===== config.mk =====
export PLATFORM = sky130hd
export DESIGN_NAME = inst_buffer
export DESIGN_NICKNAME = d
export VERILOG_FILES = /design/src/rtl/inst_buffer_pkg.sv /design/src/rtl/ib_ptr_ctrl.sv /design/src/rtl/inst_buffer.sv
export SDC_FILE = /design/constraint.sdc
export NUM_CORES = 2
export LEC_CHECK = 0
export CAP_MARGIN = 20
export CORE_UTILIZATION = 46
export CTS_CLUSTER_SIZE = 8
export DETAILED_ROUTE_END_ITERATION = 6
export PLACE_DENSITY = 0.66
export SLEW_MARGIN = 5
export SYNTH_ARGS = -nofsm -noshare
export SYNTH_HDL_FRONTEND = slang
export SYNTH_SLANG_ARGS = --single-unit

===== constraint.sdc =====
create_clock -name clk -period 13.1 [get_ports clk]
set_clock_uncertainty 0.1 [all_clocks]
set_input_delay 2.62 -clock clk [delete_from_list [all_inputs] [get_ports clk]]
set_output_delay 2.62 -clock clk [all_outputs]
set_load 0.005 [all_outputs]

===== src/rtl/inst_buffer_pkg.sv =====
// Shared types and constants for the dual-issue instruction buffer.
package inst_buffer_pkg;

    localparam int unsigned IB_DEPTH   = 8;
    localparam int unsigned PC_W       = 32;
    localparam int unsigned INST_W     = 32;
    localparam int unsigned CAUSE_W    = 7;
    localparam int unsigned IB_ENTRY_W = PC_W + INST_W + 1 + CAUSE_W;

    // Fetch-side exception cause codes carried through to decode untouched
    localparam logic [CAUSE_W-1:0] EXCEPTION_INT  = 7'h00;
    localparam logic [CAUSE_W-1:0] EXCEPTION_PIF  = 7'h03;
    localparam logic [CAUSE_W-1:0] EXCEPTION_PPI  = 7'h07;
    localparam logic [CAUSE_W-1:0] EXCEPTION_ADEF = 7'h08;
    localparam logic [CAUSE_W-1:0] EXCEPTION_TLBR = 7'h3f;

    typedef struct packed {
        logic [PC_W-1:0]    pc;
        logic [INST_W-1:0]  inst;
        logic               exc;
        logic [CAUSE_W-1:0] cause;
    } ib_entry_t;

endpackage


===== src/rtl/ib_ptr_ctrl.sv =====
// Pointer, occupancy and handshake control for the instruction buffer.
module ib_ptr_ctrl
    import inst_buffer_pkg::*;
#(
    parameter int unsigned DEPTH  = IB_DEPTH,
    parameter int unsigned ADDR_W = $clog2(DEPTH)
) (
    input  logic              clk,
    input  logic              rst,
    input  logic              flush,
    input  logic [1:0]        enq_valid,
    input  logic [1:0]        deq_accept,
    output logic [ADDR_W-1:0] wr_ptr,
    output logic [ADDR_W-1:0] rd_ptr,
    output logic              enq_ready,
    output logic [1:0]        deq_valid,
    output logic              enq_fire_c
);

    localparam int unsigned CNT_W = ADDR_W + 1;

    logic [CNT_W-1:0]  count;
    logic [CNT_W-1:0]  count_next;
    logic [ADDR_W-1:0] wr_ptr_next;
    logic [ADDR_W-1:0] rd_ptr_next;
    logic [1:0]        acc;
    logic [1:0]        n_enq;
    logic [1:0]        n_deq;

    // Mask pops against what is actually presented; 2'b10 is not a legal pop
    always_comb begin
        acc         = 2'b00;
        n_enq       = 2'd0;
        n_deq       = 2'd0;
        enq_fire_c  = 1'b0;
        count_next  = count;
        wr_ptr_next = wr_ptr;
        rd_ptr_next = rd_ptr;

        if (deq_accept != 2'b10) begin
            acc = deq_accept & deq_valid;
        end
        if (acc[0]) begin
            n_deq = acc[1] ? 2'd2 : 2'd1;
        end

        enq_fire_c = enq_ready && (|enq_valid);
        if (enq_fire_c) begin
            n_enq = (&enq_valid) ? 2'd2 : 2'd1;
        end

        count_next  = count + CNT_W'(n_enq) - CNT_W'(n_deq);
        wr_ptr_next = wr_ptr + ADDR_W'(n_enq);
        rd_ptr_next = rd_ptr + ADDR_W'(n_deq);

        if (flush) begin
            count_next  = '0;
            wr_ptr_next = '0;
            rd_ptr_next = '0;
        end
    end

    // Status flags are registered images of the next count
    always_ff @(posedge clk or posedge rst) begin
        if (rst) begin
            wr_ptr    <= '0;
            rd_ptr    <= '0;
            count     <= '0;
            enq_ready <= 1'b1;
            deq_valid <= 2'b00;
        end else begin
            wr_ptr    <= wr_ptr_next;
            rd_ptr    <= rd_ptr_next;
            count     <= count_next;
            enq_ready <= (count_next <= CNT_W'(DEPTH - 2));
            deq_valid <= {(count_next >= CNT_W'(2)), (count_next != '0)};
        end
    end

    a_no_hi_only_accept: assert property (@(posedge clk) disable iff (rst)
        deq_accept != 2'b10);

endmodule


===== src/rtl/inst_buffer.sv =====
// Dual-issue instruction FIFO between fetch and decode with show-ahead read.
module inst_buffer
    import inst_buffer_pkg::*;
#(
    parameter int unsigned DEPTH  = IB_DEPTH,
    parameter int unsigned ADDR_W = $clog2(DEPTH)
) (
    input  logic               clk,
    input  logic               rst,
    input  logic               flush,
    input  logic [1:0]         enq_valid,
    input  logic [PC_W-1:0]    enq_pc0,
    input  logic [PC_W-1:0]    enq_pc1,
    input  logic [INST_W-1:0]  enq_inst0,
    input  logic [INST_W-1:0]  enq_inst1,
    input  logic               enq_exc0,
    input  logic               enq_exc1,
    input  logic [CAUSE_W-1:0] enq_cause0,
    input  logic [CAUSE_W-1:0] enq_cause1,
    output logic               enq_ready,
    output logic [1:0]         deq_valid,
    output logic [PC_W-1:0]    deq_pc0,
    output logic [PC_W-1:0]    deq_pc1,
    output logic [INST_W-1:0]  deq_inst0,
    output logic [INST_W-1:0]  deq_inst1,
    output logic               deq_exc0,
    output logic               deq_exc1,
    output logic [CAUSE_W-1:0] deq_cause0,
    output logic [CAUSE_W-1:0] deq_cause1,
    input  logic [1:0]         deq_accept
);

    ib_entry_t         mem [DEPTH];
    ib_entry_t         slot0;
    ib_entry_t         slot1;
    ib_entry_t         wdata0;
    ib_entry_t         head0;
    ib_entry_t         head1;
    logic [ADDR_W-1:0] wr_ptr;
    logic [ADDR_W-1:0] rd_ptr;
    logic              enq_fire_c;
    logic              wr_en;

    ib_ptr_ctrl #(
        .DEPTH  (DEPTH),
        .ADDR_W (ADDR_W)
    ) u_ptr_ctrl (
        .clk        (clk),
        .rst        (rst),
        .flush      (flush),
        .enq_valid  (enq_valid),
        .deq_accept (deq_accept),
        .wr_ptr     (wr_ptr),
        .rd_ptr     (rd_ptr),
        .enq_ready  (enq_ready),
        .deq_valid  (deq_valid),
        .enq_fire_c (enq_fire_c)
    );

    // A lone slot1 is compacted into the wr_ptr position so storage never has holes
    always_comb begin
        slot0  = '{pc: enq_pc0, inst: enq_inst0, exc: enq_exc0, cause: enq_cause0};
        slot1  = '{pc: enq_pc1, inst: enq_inst1, exc: enq_exc1, cause: enq_cause1};
        wdata0 = enq_valid[0] ? slot0 : slot1;
        wr_en  = enq_fire_c && !flush;
    end

    // Data storage holds no reset; only control state is cleared
    always_ff @(posedge clk) begin
        if (wr_en) begin
            mem[wr_ptr] <= wdata0;
            if (&enq_valid) begin
                mem[wr_ptr + ADDR_W'(1)] <= slot1;
            end
        end
    end

    always_comb begin
        head0 = '0;
        head1 = '0;
        if (deq_valid[0]) begin
            head0 = mem[rd_ptr];
        end
        if (deq_valid[1]) begin
            head1 = mem[rd_ptr + ADDR_W'(1)];
        end
        deq_pc0    = head0.pc;
        deq_inst0  = head0.inst;
        deq_exc0   = head0.exc;
        deq_cause0 = head0.cause;
        deq_pc1    = head1.pc;
        deq_inst1  = head1.inst;
        deq_exc1   = head1.exc;
        deq_cause1 = head1.cause;
    end

endmodule


Word-level counts from Yosys, hierarchy flattened

Memories as Yosys holds them, arrays and structs flattened.
Cells that the tools add are included.

Memories kept: 1
Memory bits (writable): 576
Bits of input ports: 151
Word-level logic and storage cells: 38
Output and inout bits: 147
Flip-flop bits (word level): 13

Reduce and logical (&&, ||, !) cells: 6
Muxes and demuxes: 16
Bitwise operators: 1
Eq/ne operators: 1
$lt $le $gt $ge: 2
Add/sub/neg operators: 6

Memory list:

| memory | words | bits a word | rd ports | clocked after memory_dff | wr ports | RTL line          | RTL |
|---|---|---|---|---|---|---|---|
| mem    | 8     | 72          | 2        | 0                        | 2        | inst_buffer.sv:33 | `ib_entry_t mem [DEPTH];` |

Operator list:

| cell                                                                   | count |
|---|---|
| 72-bit two-way mux                                                     | 3 |
| 2-bit two-way mux                                                      | 5 |
| 3-bit by 1-bit adder with 3-bit output (second input constant)         | 2 |
| 3-bit by 2-bit adder with 3-bit output                                 | 2 |
| 3-bit two-way mux                                                      | 2 |
| 1-bit two-way mux                                                      | 5 |
| 4-bit by 2-bit adder with 4-bit output                                 | 1 |
| 4-bit by 2-bit >= comparator with 1-bit output (second input constant) | 1 |
| 4-bit by 3-bit <= comparator with 1-bit output (second input constant) | 1 |
| 4-bit two-way mux                                                      | 1 |
| 4-bit nonzero test                                                     | 1 |
| 4-bit by 2-bit subtractor with 4-bit output                            | 1 |
| 2-bit AND                                                              | 1 |
| 1-bit logical AND                                                      | 2 |
| 2-bit != test (second input constant)                                  | 1 |
| 2-bit AND reduction                                                    | 1 |
| 2-bit OR reduction                                                     | 1 |
| 1-bit zero test                                                        | 1 |

Depth between registers and ports, before layout

Depth after elaboration: 7
Mapped depth: 11
Depth with buffers taken out: 9

By module

A second synthesis with hierarchy kept.

Cells, all modules: 2154
Area, all modules: 35156.2 µm²

By module, submodules not included:

| module      | instances | seq. area each (µm²) | cells an instance | area an instance (µm²) |
|---|---|---|---|---|
| inst_buffer | 1         | 17296.6              | 2089              | 34439.3 |
| ib_ptr_ctrl | 1         | 326.6                | 65                | 716.9 |

Worst setup path before layout

Ideal clock, no wire load.

Path kind: in2reg
Start: input port enq_valid[0]
End: memory mem[0][0] in the netlist's numbering, enable pin
Library setup time: 0.609 ns
Arrival time: 9.083 ns
Data required time: 12.391 ns
Cell stages on the path: 5
Path buffers: 2
Slack: 3.308 ns
Cell sequence: buf_2 clkbuf_1 nor2_1 or4b_2 o31ai_1

RTL lines:

| element         | RTL line          | RTL |
|---|---|---|
| start, declared | inst_buffer.sv:11 | `input logic [1:0] enq_valid,` |
| end, declared   | inst_buffer.sv:33 |  |

Final worst setup path

Start: register u_ptr_ctrl.rd_ptr[2]
End: output port deq_pc1[23]

Longest elaborated chain between the ends: 3

RTL lines:

| element                                | RTL line          | RTL |
|---|---|---|
| start, declared                        | ib_ptr_ctrl.sv:14 | `output logic [ADDR_W-1:0] rd_ptr,` |
| start signal, assigned                 | ib_ptr_ctrl.sv:73 | `rd_ptr <= rd_ptr_next;` |
| 3-bit by 1-bit adder with 3-bit output | inst_buffer.sv:85 | `head1 = mem[rd_ptr + ADDR_W'(1)];` |
| memory 8 x 72 bit                      | n/a               |  |
| 72-bit two-way mux                     | inst_buffer.sv:84 | `if (deq_valid[1]) begin` |
| end, declared                          | inst_buffer.sv:23 | `output logic [PC_W-1:0] deq_pc1,` |

No other way between the ends.

==> flow_summary.ini <==
[yosys]
ys_ff_latch = 589
ys_warn_count = 0
synth_area_um2 = 35700
ys_seq_area_share_pct = 49.4
avgSynthCellArea_um2 = 16.7
yosys-top-cells-area = edfxtp_1 48%, mux4_2 18%, mux2_2 16%
ys_types = 39
syn_inst = 2141
synth_top_area_share_pct = 48.5
syn_nets = 2304
synth_area_leader_cell = edfxtp_1

[power]
power_frac_comb_pct = 36.9
swShare_pct = 29.9
p_int_mw = 4.88
power_frac_seq_pct = 34.8
p_clk_share_pct = 28.3
p_leak_nw = 13.9
netSwitchingPower_mw = 2.09
irDropWorstVdd_mv = 0.102
power.density_nw_per_um2 = 166

[outcome]
status = completed

[layout]
layout_commonest_cell = edfxtp_1
layout_common_cells = 576 x edfxtp_1, 510 x mux2_2, 296 x clkdlybuf4s50_1
fin_nets = 2561
nFillCells = 6094
drive_above_1_share_pct = 45.3
area_growth_pct = 17.7
regArea_um2 = 17600
multi_input_area_um2 = 17300
postLayoutCellArea_um2 = 42000

[global_routing]
grt_usage_pct = 26.8
grt_antenna_before_repair = 9
grt_pass1_wl_um = 152000
grt_pass1_vias = 23000
overflow = 0
grt_start_max_net_pins = 68

[timing]
finalSetupViolations = 0
tns_ns = 0
period_needed_ns = 7.68
drv_slew = 0
max_slew.worst_pin.slew_ns = 1.21
hold_violations = 0
max_clock_freq_mhz = 130
post-route-period-util_pct = 58.6
slew_headroom_pct = 19.4
rsz0062_at_grt = no
setup_slack_ns = 5.42

[floorplanning]
dieArea_um2 = 78700
num_rows = 101
ioPinCount = 298
coreArea_um2 = 76300
start_util_pct = 46.7
die-height_um = 280
die_w_um = 280

[cts]
cts.sinks = 589
cts.htree.levels = 3
tritoncts = built
clkTransAtPathRegs_ns = 0.05
clockRootBuffer = clkbuf_16
cts_max_path_buffers = 3
ctsResizeCount = 0
cts_setup_buffers = 0
clkLatencyLatePin_ns = 0.62
cts_hold_buf = 0
cts_buffers = 83

[worst_setup_path]
path_cells = buf_4, xnor2_2, buf_4, nand2_1, a21boi_0, clkdlybuf4s50_1
crit_slowest_cell = dfrtp_4
reg2reg_slack_ns = 9.08
cp_data_arrival_time_ns = 4.96
cp-end-kind = output pin
cp-start-kind = register
path_max_fanout = 46
critPathMostFrequentCell = buf_4
required_ns = 10.38
critPathMaxStageDelay_ns = 1.00
critPathKind = reg -> out
critical_path.top_delay_family = buffers and inverters
path_buf_inv = 3

[place]
dp_hpwl_um = 57100
numPortBuffers = 297
pre_cts_ws_ns = 5.93
post_dp_cell_area_um2 = 39600
gp_congestion = 0.755

[route]
dr.first_iter.drc_count = 1801
routed_wl_um = 105000
drc_errors = 0
ant_nets = 0
vias = 21600
post_drt_wl_per_cell_um = 30.3
viasPerCell = 6.24
dr.pass1.iters = 5

[flow_run]
cap_violations = 0

[min_path]
hp-class = reg -> reg
[power groups by stage]
stage / Clock (mW) / Sequential, mW / Combinational (mW)
final: 1.97 / 2.43 / 2.57
after global routing: 2.07 / 2.44 / 2.74
after CTS: 2.00 / 2.43 / 2.58
after detailed placement: 0 / 2.46 / 2.56
after global placement: 0 / 2.45 / 2.53
after floorplan: 0 / 2.39 / 1.64
[cell usage after synthesis]
cell / count
nand4bb_1: 1
inv_1: 6
nor3_1: 1
clkbuf_1: 63
a31o_2: 1
dfrtp_1: 12
ha_1: 10
xnor2_1: 6
mux4_2: 288
a31oi_1: 2
buf_1: 14
and4b_1: 1
nand3_1: 4
edfxtp_1: 576
o21ai_0: 6
mux2_2: 510
nand4_1: 3
fa_1: 2
nor2_1: 4
nand2b_1: 2
a21o_1: 1
nand4b_1: 4
mux2i_1: 72
or4b_2: 1
mux2_4: 138
nor2b_1: 79
nand2_1: 146
or4b_1: 2
xor2_1: 5
o31ai_1: 2
and2_1: 1
o21bai_1: 1
a41oi_1: 1
buf_2: 83
a21boi_0: 72
dfstp_2: 1
a21oi_1: 3
buf_4: 3
buf_6: 14
[cell type report]
cell class	count	area share (%)
flip-flops and latches	589	42.0
multi-input cells	1369	41.2
repair buffers	349	8.24
clock buffers	112	5.41
well taps	1030	3.07
inverters	6	0.0537
diodes	5	0.0298
clock inverters	1	0.0209
[registers in the layout (all words and copies together), names as in the netlist]
name,count
u_ptr_ctrl.count,4
mem,576
u_ptr_ctrl.enq_ready,1
u_ptr_ctrl.rd_ptr,3
u_ptr_ctrl.deq_valid,2
u_ptr_ctrl.wr_ptr,3
[layer usage]
layer	global-route usage, %	share of wire [%]	vias to the layer above
met1	34.5	41	11500
met3	4.50	6.5	158
met2	45.9	50	781
li1	-	-	9182
met5	0	0.046	-
met4	8.62	2.5	8
[metrics by stage]
stage          hold slack (ns)  utilization (%)  total power, mW  instances
2_1_floorplan            0.490                -             4.03       2141
3_5_place_dp             0.536             51.9             5.03       3340
3_3_place_gp             0.521             51.8             4.98       3338
5_1_grt                  0.575             55.0             7.26       3460
6_report                 0.561             55.0             6.97       3461
4_1_cts                  0.548             54.9             7.00       3453
[path summary, 6_finish.rpt]
path	cells after the start	to	from
worst min-delay path	2	u_ptr_ctrl.wr_ptr[2]$_DFF_PP0_	u_ptr_ctrl.wr_ptr[2]$_DFF_PP0_
worst max-delay path	6	deq_pc1[23]	u_ptr_ctrl.rd_ptr[2]$_DFF_PP0_
worst max register to register	6	mem[5][0]$_DFFE_PP_	u_ptr_ctrl.wr_ptr[0]$_DFF_PP0_
max in group asynchronous	2	u_ptr_ctrl.rd_ptr[2]$_DFF_PP0_	rst
min in group asynchronous	2	u_ptr_ctrl.wr_ptr[1]$_DFF_PP0_	rst
worst min register to register	2	u_ptr_ctrl.wr_ptr[2]$_DFF_PP0_	u_ptr_ctrl.wr_ptr[2]$_DFF_PP0_
[worst register-to-register path: cells and delay by family, from the launching register on]
family | cells | cell delay (ns)
DFF | 1 | 0.57
xor gates and xnor gates | 1 | 0.30
muxes | 1 | 0.42
adders and majority gates | 1 | 0.35
buffers and inverters | 2 | 1.43
and+or+nand+nor | 1 | 0.59
[cells by family (layout without fill, tap and decap cells)]
kind of cell	count (synthesis)	count (layout)	synth area share [%]
mux	1008	1008	42.1
flops	589	589	49.4
simple gates	249	249	3.38
buf+inv	183	468	2.54
compound gates	89	89	1.81
fa+ha+maj	12	12	0.463
xor+xnor	11	11	0.270
other cells	0	5	0
(Power assumes the default switching activity.)
==> variant: new RTL, same flow settings <==
The package constant `CAUSE_W` goes from 7 to 8.
--- a/src/rtl/inst_buffer_pkg.sv
+++ b/src/rtl/inst_buffer_pkg.sv
@@ -4,7 +4,7 @@
     localparam int unsigned IB_DEPTH   = 8;
     localparam int unsigned PC_W       = 32;
     localparam int unsigned INST_W     = 32;
-    localparam int unsigned CAUSE_W    = 7;
+    localparam int unsigned CAUSE_W    = 8;
     localparam int unsigned IB_ENTRY_W = PC_W + INST_W + 1 + CAUSE_W;
 
     // Fetch-side exception cause codes carried through to decode untouched
Ports: changed (resized deq_cause0, deq_cause1, enq_cause0 and enq_cause1); port bits go from 298 to 302. No check against the original RTL was run, so the function may have changed too.
==> variant against the unedited design <==
- area after synthesis grew 1.1%
- sequential cell count grew 8
- total power grew 0.66%
- worst setup slack gained 0.13 ns
- worst hold slack gained 0.0077 ns
- design area grew 0.87%
- utilization shrank 0.34 points
- routed wire length grew 1.4%
- critical endpoint is now deq_cause1[0]
==> variant: results <==
[pwr]
power.sequential.fraction = 0.353
power_report.internal_total_uw = 4900
vdd_drop_max_uv = 94.4
p_leak_uw = 0.0140

[setup_path]
arrival_ns = 4.83
worst_setup_path_startpoint = "u_ptr_ctrl.rd_ptr[0]$_DFF_PP0_"
crit_fanout = 52

[global_routing]
via_count_of_the_first_global_routing_pass = 23423
grt_max_degree = 130
groute.layer.met3.usage = 0.0511
grt_first_pass_wirelength_um = 155000
grt_antenna_before_repair = 7
groute.layer.met2.usage = 0.458
gr-usage-all-layers = 0.269

[final_layout]
drive_gt1_frac = 0.456
reg.largest.list = "mem (584), u_ptr_ctrl.count (4)"
number_of_nets_in_the_finished_design = 2593

[place]
routability_driven_placement_congestion_ratio = 0.779
dp_worst_setup_slack_ns = 6.05
input_output_buffers = 301
dp.final_hpwl_um = 58200

[logic_synthesis]
biggest_area_contributors_in_the_synthesized_netlist = "edfxtp_1 (49%), mux4_2 (18%), mux2_2 (17%)"
muxShareOfSynthArea = 0.420
seq_area_frac_synth = 0.496
synth_enable_flop_cells = 584
yosys-top-cells-count = "edfxtp_1 (584), mux2_2 (539), mux4_2 (292), nand2_1 (148), mux2_4 (118)"
synth_compound_gate_area_share = 0.0181
post_syn_nets = 2335
synth_adder_area_share = 0.00458
ys_async_sr_fraction = 0.0218
yosys.area_share.xor_xnor = 0.00267

[route]
wl_met1_um = 42600
routed-via-count = 21944
routed-wl-met2_um = 53500
initialDrtViolationCount = 1889
wl_per_cell_um = 30.6

[clock_network]
cts.hold.buffers_added = 0
clkSlewWorstSetupHoldPaths_ns = 0.05
numCtsBuffers = 84

[status]
outcome = "completed"
[variant: cell types whose count changed after synthesis, moves of 2 or more]
| cell | before | now |
|---|---|---|
| mux2_2 | 510 | 539 |
| buf_1 | 14 | 6 |
| mux4_2 | 288 | 292 |
| mux2_4 | 138 | 118 |
| nand2_1 | 146 | 148 |
| clkbuf_1 | 63 | 77 |
| buf_6 | 14 | 12 |
| edfxtp_1 | 576 | 584 |
[variant: worst max-delay path: stages (launching register included)]
cell             delay, ns
dfrtp_4               1.00
ha_4                  0.72
buf_4                 0.85
mux4_2                0.37
nand2_1               0.06
a21boi_0              0.54
clkdlybuf4s50_1       0.62
[variant: final timing paths]
path | depth (start not counted) | endpoint | slack (ns)
min in group asynchronous | 2 | u_ptr_ctrl.count[3]$_DFF_PP0_ | 2.29
hold / removal | 2 | u_ptr_ctrl.wr_ptr[2]$_DFF_PP0_ | 0.57
setup / recovery | 6 | deq_cause1[0] | 5.55
setup reg to reg | 6 | mem[1][2]$_DFFE_PP_ | 9.03
hold reg to reg | 2 | u_ptr_ctrl.wr_ptr[2]$_DFF_PP0_ | 0.57
max in group asynchronous | 2 | u_ptr_ctrl.rd_ptr[0]$_DFF_PP0_ | 10.20
[variant: area by class of cell]
cell class / count / area (µm²)
clock buffer: 96 / 2210
tap: 1040 / 1300
sequential: 597 / 17900
clock inverter: 4 / 50.0
inverter: 6 / 22.5
timing repair buffer: 352 / 3450
fill: 6187 / 35100
multi-input combinational: 1387 / 17400
antenna: 2 / 5.00
[variant: stage by stage]
step	instances	hold WS, ns	total power [µW]	area, µm²
after global placement	3380	0.521	5060	40000
after detailed placement	3380	0.546	5100	40000
after global routing	3484	0.624	7310	42300
after floorplan	2170	0.490	4080	36000
final	3484	0.569	7010	42300
after CTS	3480	0.558	7060	42300
